$ cat src/rtl/dmem_pkg.sv
// Shared definitions for the data-memory bus controller.
//   state_t          : controller FSM encoding (IDLE / REQ / DONE)
//   SZ_*             : ld_size codes from the LSU
//   DEFAULT_TIMEOUT  : default cycles to wait for bus_ready before faulting
//   is_misaligned()  : alignment check used when MISALIGN_TRAP_EN is defined
package dmem_pkg;

    typedef enum logic [1:0] {
        ST_IDLE = 2'b00,
        ST_REQ  = 2'b01,
        ST_DONE = 2'b10
    } state_t;

    localparam logic [1:0] SZ_BYTE = 2'b00;
    localparam logic [1:0] SZ_HALF = 2'b01;
    localparam logic [1:0] SZ_WORD = 2'b10;

    localparam int DEFAULT_TIMEOUT = 255;

    // Stores carry no size code, so their width is inferred from the
    // byte-enable pattern; loads use ld_size directly.
    function automatic logic is_misaligned(input logic       is_store,
                                           input logic [3:0] be,
                                           input logic [1:0] size,
                                           input logic [1:0] addr_lo);
        logic mis;
        mis = 1'b0;
        if (is_store) begin
            case (be)
                4'b1111:          mis = (addr_lo != 2'b00);
                4'b0011, 4'b1100: mis = addr_lo[0];
                default:          mis = 1'b0;
            endcase
        end else begin
            case (size)
                SZ_HALF: mis = addr_lo[0];
                SZ_WORD: mis = (addr_lo != 2'b00);
                default: mis = 1'b0;
            endcase
        end
        return mis;
    endfunction

endpackage

$ cat src/rtl/dmem_timeout_ctr.sv
// Bus-wait timeout counter: synchronous clear has priority over enable.
// tc is high while the count equals TIMEOUT; TIMEOUT == 0 disables tc.
// Ports:
//   clk, rst : clock, asynchronous active-high reset
//   clr      : clear count to zero
//   en       : increment count
//   cnt      : current count
//   tc       : terminal count reached
module dmem_timeout_ctr #(
    parameter int TIMEOUT = 255,
    parameter int CNT_W   = 8
) (
    input  logic             clk,
    input  logic             rst,
    input  logic             clr,
    input  logic             en,
    output logic [CNT_W-1:0] cnt,
    output logic             tc
);

    localparam logic [CNT_W-1:0] TC_VAL = CNT_W'(TIMEOUT);
    localparam logic             TO_EN  = (TIMEOUT != 0);

    logic [CNT_W-1:0] cnt_r;

    // Count register: clear, else increment while enabled.
    always_ff @(posedge clk or posedge rst) begin
        if (rst) begin
            cnt_r <= '0;
        end else if (clr) begin
            cnt_r <= '0;
        end else if (en) begin
            cnt_r <= cnt_r + CNT_W'(1);
        end else begin
            cnt_r <= cnt_r;
        end
    end

    assign cnt = cnt_r;
    assign tc  = TO_EN & (cnt_r == TC_VAL);

endmodule

$ cat src/rtl/dmem_bus_ctrl.sv
// Data-memory bus controller between the LSU and a req/ready bus.
// One bus transaction per LSU access; the pipeline is stalled from the
// access cycle until the transaction completes. Load data is returned
// right-aligned for LSU sign/zero extension.
// Optional feature macro: MISALIGN_TRAP_EN (misaligned accesses fault
// without issuing a bus transaction).
// Ports:
//   clk, rst            : clock, asynchronous active-high reset
//   data_addr, dmem_wr  : LSU byte address and store byte-enables
//   datamem_wr_o        : lane-aligned store data
//   ld_req, ld_size     : load request and size code
//   datamem_rd_in       : right-aligned load data to LSU
//   mem_stall           : hold EXE/LSU inputs stable
//   mem_fault           : one-cycle fault pulse (bus error/timeout/misalign)
//   bus_*               : req/ready bus master interface
module dmem_bus_ctrl
    import dmem_pkg::*;
#(
    parameter int TIMEOUT = DEFAULT_TIMEOUT,
    parameter int CNT_W   = 8
) (
    input  logic        clk,
    input  logic        rst,
    input  logic [31:0] data_addr,
    input  logic [3:0]  dmem_wr,
    input  logic [31:0] datamem_wr_o,
    input  logic        ld_req,
    input  logic [1:0]  ld_size,
    output logic [31:0] datamem_rd_in,
    output logic        mem_stall,
    output logic        mem_fault,
    output logic        bus_req,
    output logic        bus_we,
    output logic [3:0]  bus_be,
    output logic [31:0] bus_addr,
    output logic [31:0] bus_wdata,
    input  logic        bus_ready,
    input  logic [31:0] bus_rdata,
    input  logic        bus_err
);

    state_t           state_r, state_s;
    logic [1:0]       addr_lo_r;
    logic             we_r;
    logic [31:0]      rdata_r;
    logic             fault_r;

    logic             access_s;
    logic             is_store_s;
    logic             misalign_s;
    logic             fault_set_s;
    logic             rd_load_s;
    logic             rd_clr_s;
    logic             cnt_clr_s;
    logic             cnt_en_s;
    logic             tc_s;
    logic [CNT_W-1:0] cnt_s;

    // Gated by rst so the stall releases immediately when reset hits.
    assign is_store_s = |dmem_wr;
    assign access_s   = ~rst & (ld_req | is_store_s);

`ifdef MISALIGN_TRAP_EN
    assign misalign_s = is_misaligned(is_store_s, dmem_wr, ld_size, data_addr[1:0]);
`else
    logic unused_s;
    assign unused_s   = ^ld_size;
    assign misalign_s = 1'b0;
`endif

    assign cnt_clr_s = (state_r != ST_REQ);
    assign cnt_en_s  = (state_r == ST_REQ);

    dmem_timeout_ctr #(
        .TIMEOUT (TIMEOUT),
        .CNT_W   (CNT_W)
    ) u_timeout_ctr (
        .clk (clk),
        .rst (rst),
        .clr (cnt_clr_s),
        .en  (cnt_en_s),
        .cnt (cnt_s),
        .tc  (tc_s)
    );

    // FSM state register.
    always_ff @(posedge clk or posedge rst) begin
        if (rst) begin
            state_r <= ST_IDLE;
        end else begin
            state_r <= state_s;
        end
    end

    // Next-state decode and bus/stall outputs.
    always_comb begin
        state_s     = state_r;
        fault_set_s = 1'b0;
        rd_load_s   = 1'b0;
        rd_clr_s    = 1'b0;
        mem_stall   = 1'b0;
        bus_req     = 1'b0;
        bus_we      = 1'b0;
        bus_be      = 4'b0000;
        bus_addr    = 32'h0000_0000;
        bus_wdata   = 32'h0000_0000;
        case (state_r)
            ST_IDLE: begin
                if (access_s) begin
                    mem_stall = 1'b1;
                    if (misalign_s) begin
                        state_s     = ST_DONE;
                        fault_set_s = 1'b1;
                    end else begin
                        state_s = ST_REQ;
                    end
                end else begin
                    state_s = ST_IDLE;
                end
            end
            ST_REQ: begin
                mem_stall = 1'b1;
                bus_req   = 1'b1;
                bus_we    = we_r;
                bus_be    = we_r ? dmem_wr : 4'b1111;
                bus_addr  = {data_addr[31:2], 2'b00};
                bus_wdata = datamem_wr_o;
                // Ready has priority over a simultaneous timeout.
                if (bus_ready) begin
                    state_s = ST_DONE;
                    if (bus_err) begin
                        fault_set_s = 1'b1;
                        rd_clr_s    = ~we_r;
                    end else begin
                        rd_load_s = ~we_r;
                    end
                end else if (tc_s) begin
                    state_s     = ST_DONE;
                    fault_set_s = 1'b1;
                    rd_clr_s    = ~we_r;
                end else begin
                    state_s = ST_REQ;
                end
            end
            ST_DONE: begin
                // Same instruction still on the inputs: never re-accept here.
                state_s = ST_IDLE;
            end
            default: begin
                state_s = ST_IDLE;
            end
        endcase
    end

    // Latch access attributes when an access is accepted in IDLE.
    always_ff @(posedge clk or posedge rst) begin
        if (rst) begin
            addr_lo_r <= 2'b00;
            we_r      <= 1'b0;
        end else if ((state_r == ST_IDLE) && access_s) begin
            addr_lo_r <= data_addr[1:0];
            we_r      <= is_store_s;
        end else begin
            addr_lo_r <= addr_lo_r;
            we_r      <= we_r;
        end
    end

    // Load data register: right-align the addressed byte; stores never touch it.
    always_ff @(posedge clk or posedge rst) begin
        if (rst) begin
            rdata_r <= 32'h0000_0000;
        end else if (rd_clr_s) begin
            rdata_r <= 32'h0000_0000;
        end else if (rd_load_s) begin
            rdata_r <= bus_rdata >> {addr_lo_r, 3'b000};
        end else begin
            rdata_r <= rdata_r;
        end
    end

    // Fault flag: set on the transition into DONE, so it pulses for DONE only.
    always_ff @(posedge clk or posedge rst) begin
        if (rst) begin
            fault_r <= 1'b0;
        end else begin
            fault_r <= fault_set_s;
        end
    end

    assign datamem_rd_in = rdata_r;
    assign mem_fault     = fault_r;

endmodule

$ cat config.mk
export PLATFORM = sky130hd
export DESIGN_NAME = dmem_bus_ctrl
export DESIGN_NICKNAME = d
export VERILOG_FILES = /design/src/rtl/dmem_pkg.sv /design/src/rtl/dmem_timeout_ctr.sv /design/src/rtl/dmem_bus_ctrl.sv
export SDC_FILE = /design/constraint.sdc
export NUM_CORES = 1
export LEC_CHECK = 0
export ABC_CLOCK_PERIOD_IN_PS = 1400
export CAP_MARGIN = 40
export CORE_MARGIN = 3
export CORE_UTILIZATION = 29
export DETAILED_ROUTE_END_ITERATION = 8
export PLACE_DENSITY = 0.7
export SYNTH_ARGS = -nofsm -noshare
export SYNTH_HDL_FRONTEND = slang
export SYNTH_SLANG_ARGS = --single-unit
$ cat constraint.sdc
create_clock -name clk -period 1.4 [get_ports clk]
set_input_delay 0.14 -clock clk [delete_from_list [all_inputs] [get_ports clk]]
set_output_delay 0.14 -clock clk [all_outputs]
set_load 0.005 [all_outputs]
==> impl_results.md <==
* CP Launch Type: flip-flop
* Die width at 111 um
* WS Path Type: flip-flop to primary output
* Peak VDD IR at 608 uV
* Comb pwr share at 67.7%
* Worst Setup SP: state_r[1]
* Max Freq at 618 MHz
* Register area share after synthesis at 35.8%
* Post-Synth Adder-Cell Area at 0.390%
* Row count at 37
* Vias per inst at 5.07
* Main combinational cell family by area after synthesis: simple AND/OR/NAND/NOR gates
* CP arrival at 1.48 ns
* Skew-Pair Late Insertion Delay at 0.31 ns
* Leakage at 2.98 nW
* Core area at ~11000 um2
* Final setup vio count at around 100
* Worst min-delay path category: primary input to asynchronous set/reset pin
* Clock Skew at 0.0174 ns
* Synth unique cells at between 40 and 50
* Worst path cell trace: nand2b_4 > inv_6 > buf_8 > clkbuf_16 > and2_4 > buf_6
* CP Data Required Time at 1.26 ns
* First-pass GRT wire length at 22.7 mm
* Switching Power at 3.26 mW
* IO Pins at 211
* Worst path slowest cell: dfrtp_1
* Crit share post-route at 116%
* Crit. End Element: primary output
* Layout cell share with drive strength beyond 1 at 42.0%
* All-layer global routing usage at ~23%
* Syn Area/Cell at 9.18 um2
* Failing checks: setup timing
* Delay-heaviest family, CP: buffers and inverters
* CP Buf/Inv Count at 4
* Ys flop type: dfrtp_1
* FFs w/ async S/R, synth at 100%
* Root Buffer Master: clkbuf_8
* Mapped Area at between 3000 and 4000 um2
* Clock power frac at 8.8%
* Mux share of post-synthesis cell area at 11.6%
* Num CTS Buffers at 5
* Fin Hold WS at 0.225 ns
* Dpl hpwl at 10.3 mm
* Port bufs at slightly above 200
* Clock buffer depth at 2
* Complex-gate fraction of the synthesized area at 15.7%
* Worst reg2reg startpoint: state_r[0]
* Max Cap Viol at 0
* RSZ-0062 raised after global routing: true
* Initial Util at a little under a third
* Switching Fraction at about a third
* Commonest non-fill, non-tap cell in the layout: clkdlybuf4s50_1
* Initial antenna violation count at 1
* Clk slew on worst S/H paths at 0.09 ns
* Number of synthesized flops with an enable pin at 0
* Hold Fails Final Rpt at 0
* Synth-to-layout area growth at 108%
* GPL Wtd Cong at between 0.8 and 0.9
* Post-Synthesis Cells at 350
* Xor and xnor area share after synthesis at 0.818%
* YS warnings at 0
* Die H at 111 um
* WL final at 15.3 mm
* CTS Hold Bufs at 0
* Grt total ovfl at 0
* Depth of the CTS H-tree at 2
* Total Power at 9.35 mW
* P per Cell Area at 1400 nW/um2
* Pint at 6.09 mW
* Vias in the first global route at a little over 4000
* Via count at 3811
* Seq pwr share at 23.5%
* Fin. max-slew vios at 0
* Synth Area in Simple Gates at 28.1%
* CTS tree: yes
* TritonRoute pass-1 iters at 4
* Yosys reg bits at 46
* Setup slack after layout at -0.218 ns
* Worst path max stage delay at ~0.40 ns
* Status: complete, but fails checks
* Final ANT Viol Nets at 0
* Most frequent cells in the layout: clkdlybuf4s50_1, buf_6, and2_4
* Sink Count at between 40 and 50
* Minimum clock period at 1.62 ns
* Largest net degree at the start of global routing at 27
* Drt drc at 0
* First DRT Iteration DRCs at ~220
* Wire length per cell at 20.3 um
* Die ar. at 12400 um2
* Final net count at 722
* Largest fanout on the critical path at 8
logic make-up (layout without fill, tap and decap cells):
kind of cell	Yosys count	in the layout
xor+xnor	3	3
simple gates	159	159
buf+inv	49	313
flops	46	46
compound gates	65	65
other cells	1	3
fa+ha+maj	1	1
mux	26	26
final cells by class:
class / count / area (um2)
Antenna cell: 1 / 2.50
Clock buffer: 6 / 72.6
Clock inverter: 2 / 13.8
Fill cell: 830 / 3860
Inverter: 16 / 65.1
Multi-Input combinational cell: 256 / 2100
Sequential cell: 46 / 1150
Tap cell: 136 / 170
Timing Repair Buffer: 289 / 3120
synthesized netlist by cell type (2+ instances only):
cell type  number  area share (%)
xor2_1          2            0.55
buf_6           3             1.1
o31ai_1         3            0.70
buf_4           6             1.4
dfrtp_1        46              36
mux4_2          8             5.6
o311ai_1        8             2.2
nor2b_1         4            0.78
and2_1         64              12
mux2i_1         8             2.5
clkbuf_1       15             1.8
or3_1           2            0.39
buf_2           8             1.2
nand3_1        34             5.3
o211ai_1       30             7.0
a21oi_1         7             1.1
inv_1          14             1.6
mux2_1         10             3.5
a32oi_1         2            0.55
nand2_1        33             3.9
nand4b_1        6             1.6
nor3_1          2            0.31
a2bb2oi_1       8             2.2
nor2_1          7            0.82
a21bo_1         2            0.62
inv_2           2            0.23
through the flow:
step	cells	setup TNS (ns)	setup slack [ns]	utilization (%)	area (um2)
5_1_grt	752	-21.94	-0.279	63.4	6700
4_1_cts	743	-14.76	-0.288	58.7	6200
3_3_place_gp	713	-18.00	-0.464	54.7	5770
3_5_place_dp	713	-18.54	-0.500	54.7	5770
2_1_floorplan	351	-0.109	-0.0139	-	3240
6_report	752	-16.50	-0.218	63.4	6700
per-layer routing:
layer  vias to the layer above  track usage (%)  wire [um]
met1                      1831             25.9       5320
met5                         -                0          0
met3                        25             4.48       1180
met2                       179             43.8       8310
met4                         0             6.65        448
li1                       1776                -          -
timing repair:
action | 4_1_cts | 5_1_grt
setup buffers | 13 | 9
setup endpoints to repair | 109 | 125
gates cloned | 10 | 2
pin swaps | 35 | 36
gates resized for setup | 363 | 106
path summary, 6_finish.rpt:
| kind | endpoint | slack (ns) | cells past startpoint |
|---|---|---|---|
| worst max-delay path | bus_addr[28] | -0.22 | 6 |
| worst min-delay path | datamem_rd_in[25] | 0.22 | 3 |
| worst max register to register | datamem_rd_in[31] | -0.18 | 5 |
| worst min register to register | datamem_rd_in[4] | 0.51 | 2 |
| max in group asynchronous | datamem_rd_in[19] | 0.75 | 4 |
| min in group clk | we_r | 0.42 | 4 |
worst reg2reg max path, delay by kind of cell (launching register included):
kind / cells / cell delay, ns
buffers and inverters: 2 / 0.47
flip-flops: 1 / 0.43
AND/OR/NAND/NOR: 3 / 0.58
sequential cells by signal, indices dropped and copies added (netlist names):
signal,flops
addr_lo_r,2
u_timeout_ctr.cnt,8
we_r,1
mem_fault,1
state_r,2
datamem_rd_in,32
power by group through the flow:
stage / clock (mW) / combinational [mW] / sequential [mW]
final: 0.827 / 6.33 / 2.20
after global routing: 0.886 / 6.79 / 2.25
after CTS: 0.847 / 5.65 / 2.21
after detailed placement: 0 / 4.83 / 2.22
after global placement: 0 / 4.78 / 2.20
after floorplan: 0 / 2.25 / 2.14
(Power assumes the default switching activity.)
==> RTL edit (same flow settings) <==
Add a define of `MISALIGN_TRAP_EN`.
--- a/src/rtl/dmem_bus_ctrl.sv
+++ b/src/rtl/dmem_bus_ctrl.sv
@@ -14,4 +14,6 @@
 //   mem_fault           : one-cycle fault pulse (bus error/timeout/misalign)
 //   bus_*               : req/ready bus master interface
+`define MISALIGN_TRAP_EN
+
 module dmem_bus_ctrl
     import dmem_pkg::*;
Formal check against the unedited RTL: not equivalent (a bounded check fails within 4 cycles, from zero or initial values and one cycle with rst high).
==> RTL edit against the unedited design <==
  * Cell area is 12% lower
  * Combinational power decreased by 16%
  * Highest routed layer unchanged
  * Critical path depth stayed put
  * Wire length fell by 22%
  * Synthesized area fell by 14%
  * Sequential cell count unchanged
  * The run still ends with setup timing left
  * Via count down 17%
  * Worst setup slack improved by 0.022 ns
  * First-iteration DRC count fell by 27%
  * Power is 11% lower
==> RTL edit: results (changes against the unedited design) <==
Layout
  – Fin cells: 690 (-8.2%)
  – Share of cells above drive strength 1: 38.1% (-3.8 points)
  – Multi-input gates: 217 (-15%)
  – Clock network area share: 1.85% (+0.56 points)
  – FILL cells: 757 (-8.8%)
  – Nets: 670 (-7.2%)
  – Count of non-CTS buffers in the layout: 280 (-3.1%)
  – N_diodes: 0 (-1)
  – Area of the multi-input gates: 1690 sq um (-19%)
  – Logic inverters: 10 (-6)

Synthesis
  – Synth cell types: 39 (-7.1%)
  – Avg Inst Size Synth: 9.50 sq um (+3.5%)
  – Post-synth ARST share: 100% (unchanged)
  – Synth top area share: 41.5% (+5.7 points)
  – Compound-gate portion of the synthesized area: 16.2% (+0.58 points)
  – Most frequent cells after synthesis: and2_1, dfrtp_1, nand2_1
  – Xor and xnor fraction of the mapped netlist area: 1.58% (+0.76 points)
  – Synthesized area: 2770 sq um (-14%)
  – Synth area leaders: dfrtp_1, and2_1, mux2i_1
  – Post-Synth Adder-Cell Area: 1.35% (+0.96 points)
  – Sequential share of the synthesized area: 41.5% (+5.7 points)

Power and ir drop
  – Seq group: 2.04 mW (-7%)
  – Peak supply drop: 0.777 mV (+28%)
  – P_sw: 2.73 mW (-16%)
  – Clock-net power: 0.978 mW (+18%)
  – Overall Power: 8.33 mW (-11%)

Global routing
  – First-pass GRT wire length: 18000 um (-20%)
  – GR Util met2: 34.1% (-9.7 points)
  – GR Layer Usage met3: 3.55% (-0.92 points)
  – Largest net degree at the start of global routing: 25 (-7.4%)
  – M1 GR Usage: 28.7% (+2.8 points)

Worst setup path
  – R2R setup slack: -0.08 ns (+0.10 ns)
  – Crit path max fanout: 5 (-3)
  – Arr. time, crit path: 1.46 ns (-0.02 ns)

Placement
  – GP Congestion: 0.883 (+0.33%)
  – Placed cells: 663 (-7.0%)
  – Place WS: -0.542 ns (-0.0420 ns)
  – Port Buf Inserts: 208 (+0.97%)
  – Placed inst area: 5430 sq um (-6.0%)
  – HPWL after DPL: 8960 um (-13%)

Drt
  – Vias: 3153 (-17%)
  – Met1 WL: 5250 um (-1.2%)
  – Initial detailed-routing violation count: 161 (-27%)
  – Routed length per instance: 17.2 um (-15%)
  – Met3 WL: 536 um (-54%)

Timing
  – Setup ws final: -0.196 ns (+0.0222 ns)
  – Hold WS: 0.359 ns (+0.134 ns)
  – Count of final setup violators: 99 (-2.0%)
  – Clock Skew: 0.00353 ns (-0.0139 ns)

Status
  – Failing checks: setup timing
  – Status: complete, but fails checks

Clocking
  – Later-pin clock latency in the skew report: 0.29 ns (-0.02 ns)
  – Post-CTS Setup Inserts: 12 (-1)

Min path
  – Worst min-delay path class: primary input to flop
RTL edit: cell types whose count changed in the layout (fill, tap and decap cells not counted), moves of 24 or more:
| cell | unedited run | this run |
|---|---|---|
| buf_6 | 72 | 43 |
| nand3_1 | 34 | 3 |
| buf_2 | 7 | 31 |
| o211ai_1 | 30 | 2 |
| and2_1 | 1 | 28 |
| and2_4 | 63 | 37 |
RTL edit: worst paths after layout:
check	from	to	cells past startpoint
setup / recovery	state_r[1]$_DFF_PP0_	bus_wdata[16]	6
setup reg to reg	state_r[0]$_DFF_PP0_	datamem_rd_in[27]$_DFFE_PP0P_	5
hold reg to reg	datamem_rd_in[18]$_DFFE_PP0P_	datamem_rd_in[18]$_DFFE_PP0P_	1
min in group asynchronous	rst	addr_lo_r[0]$_DFFE_PP0P_	4
max in group asynchronous	rst	datamem_rd_in[15]$_DFFE_PP0P_	4
hold / removal	dmem_wr[0]	we_r$_DFFE_PP0P_	4
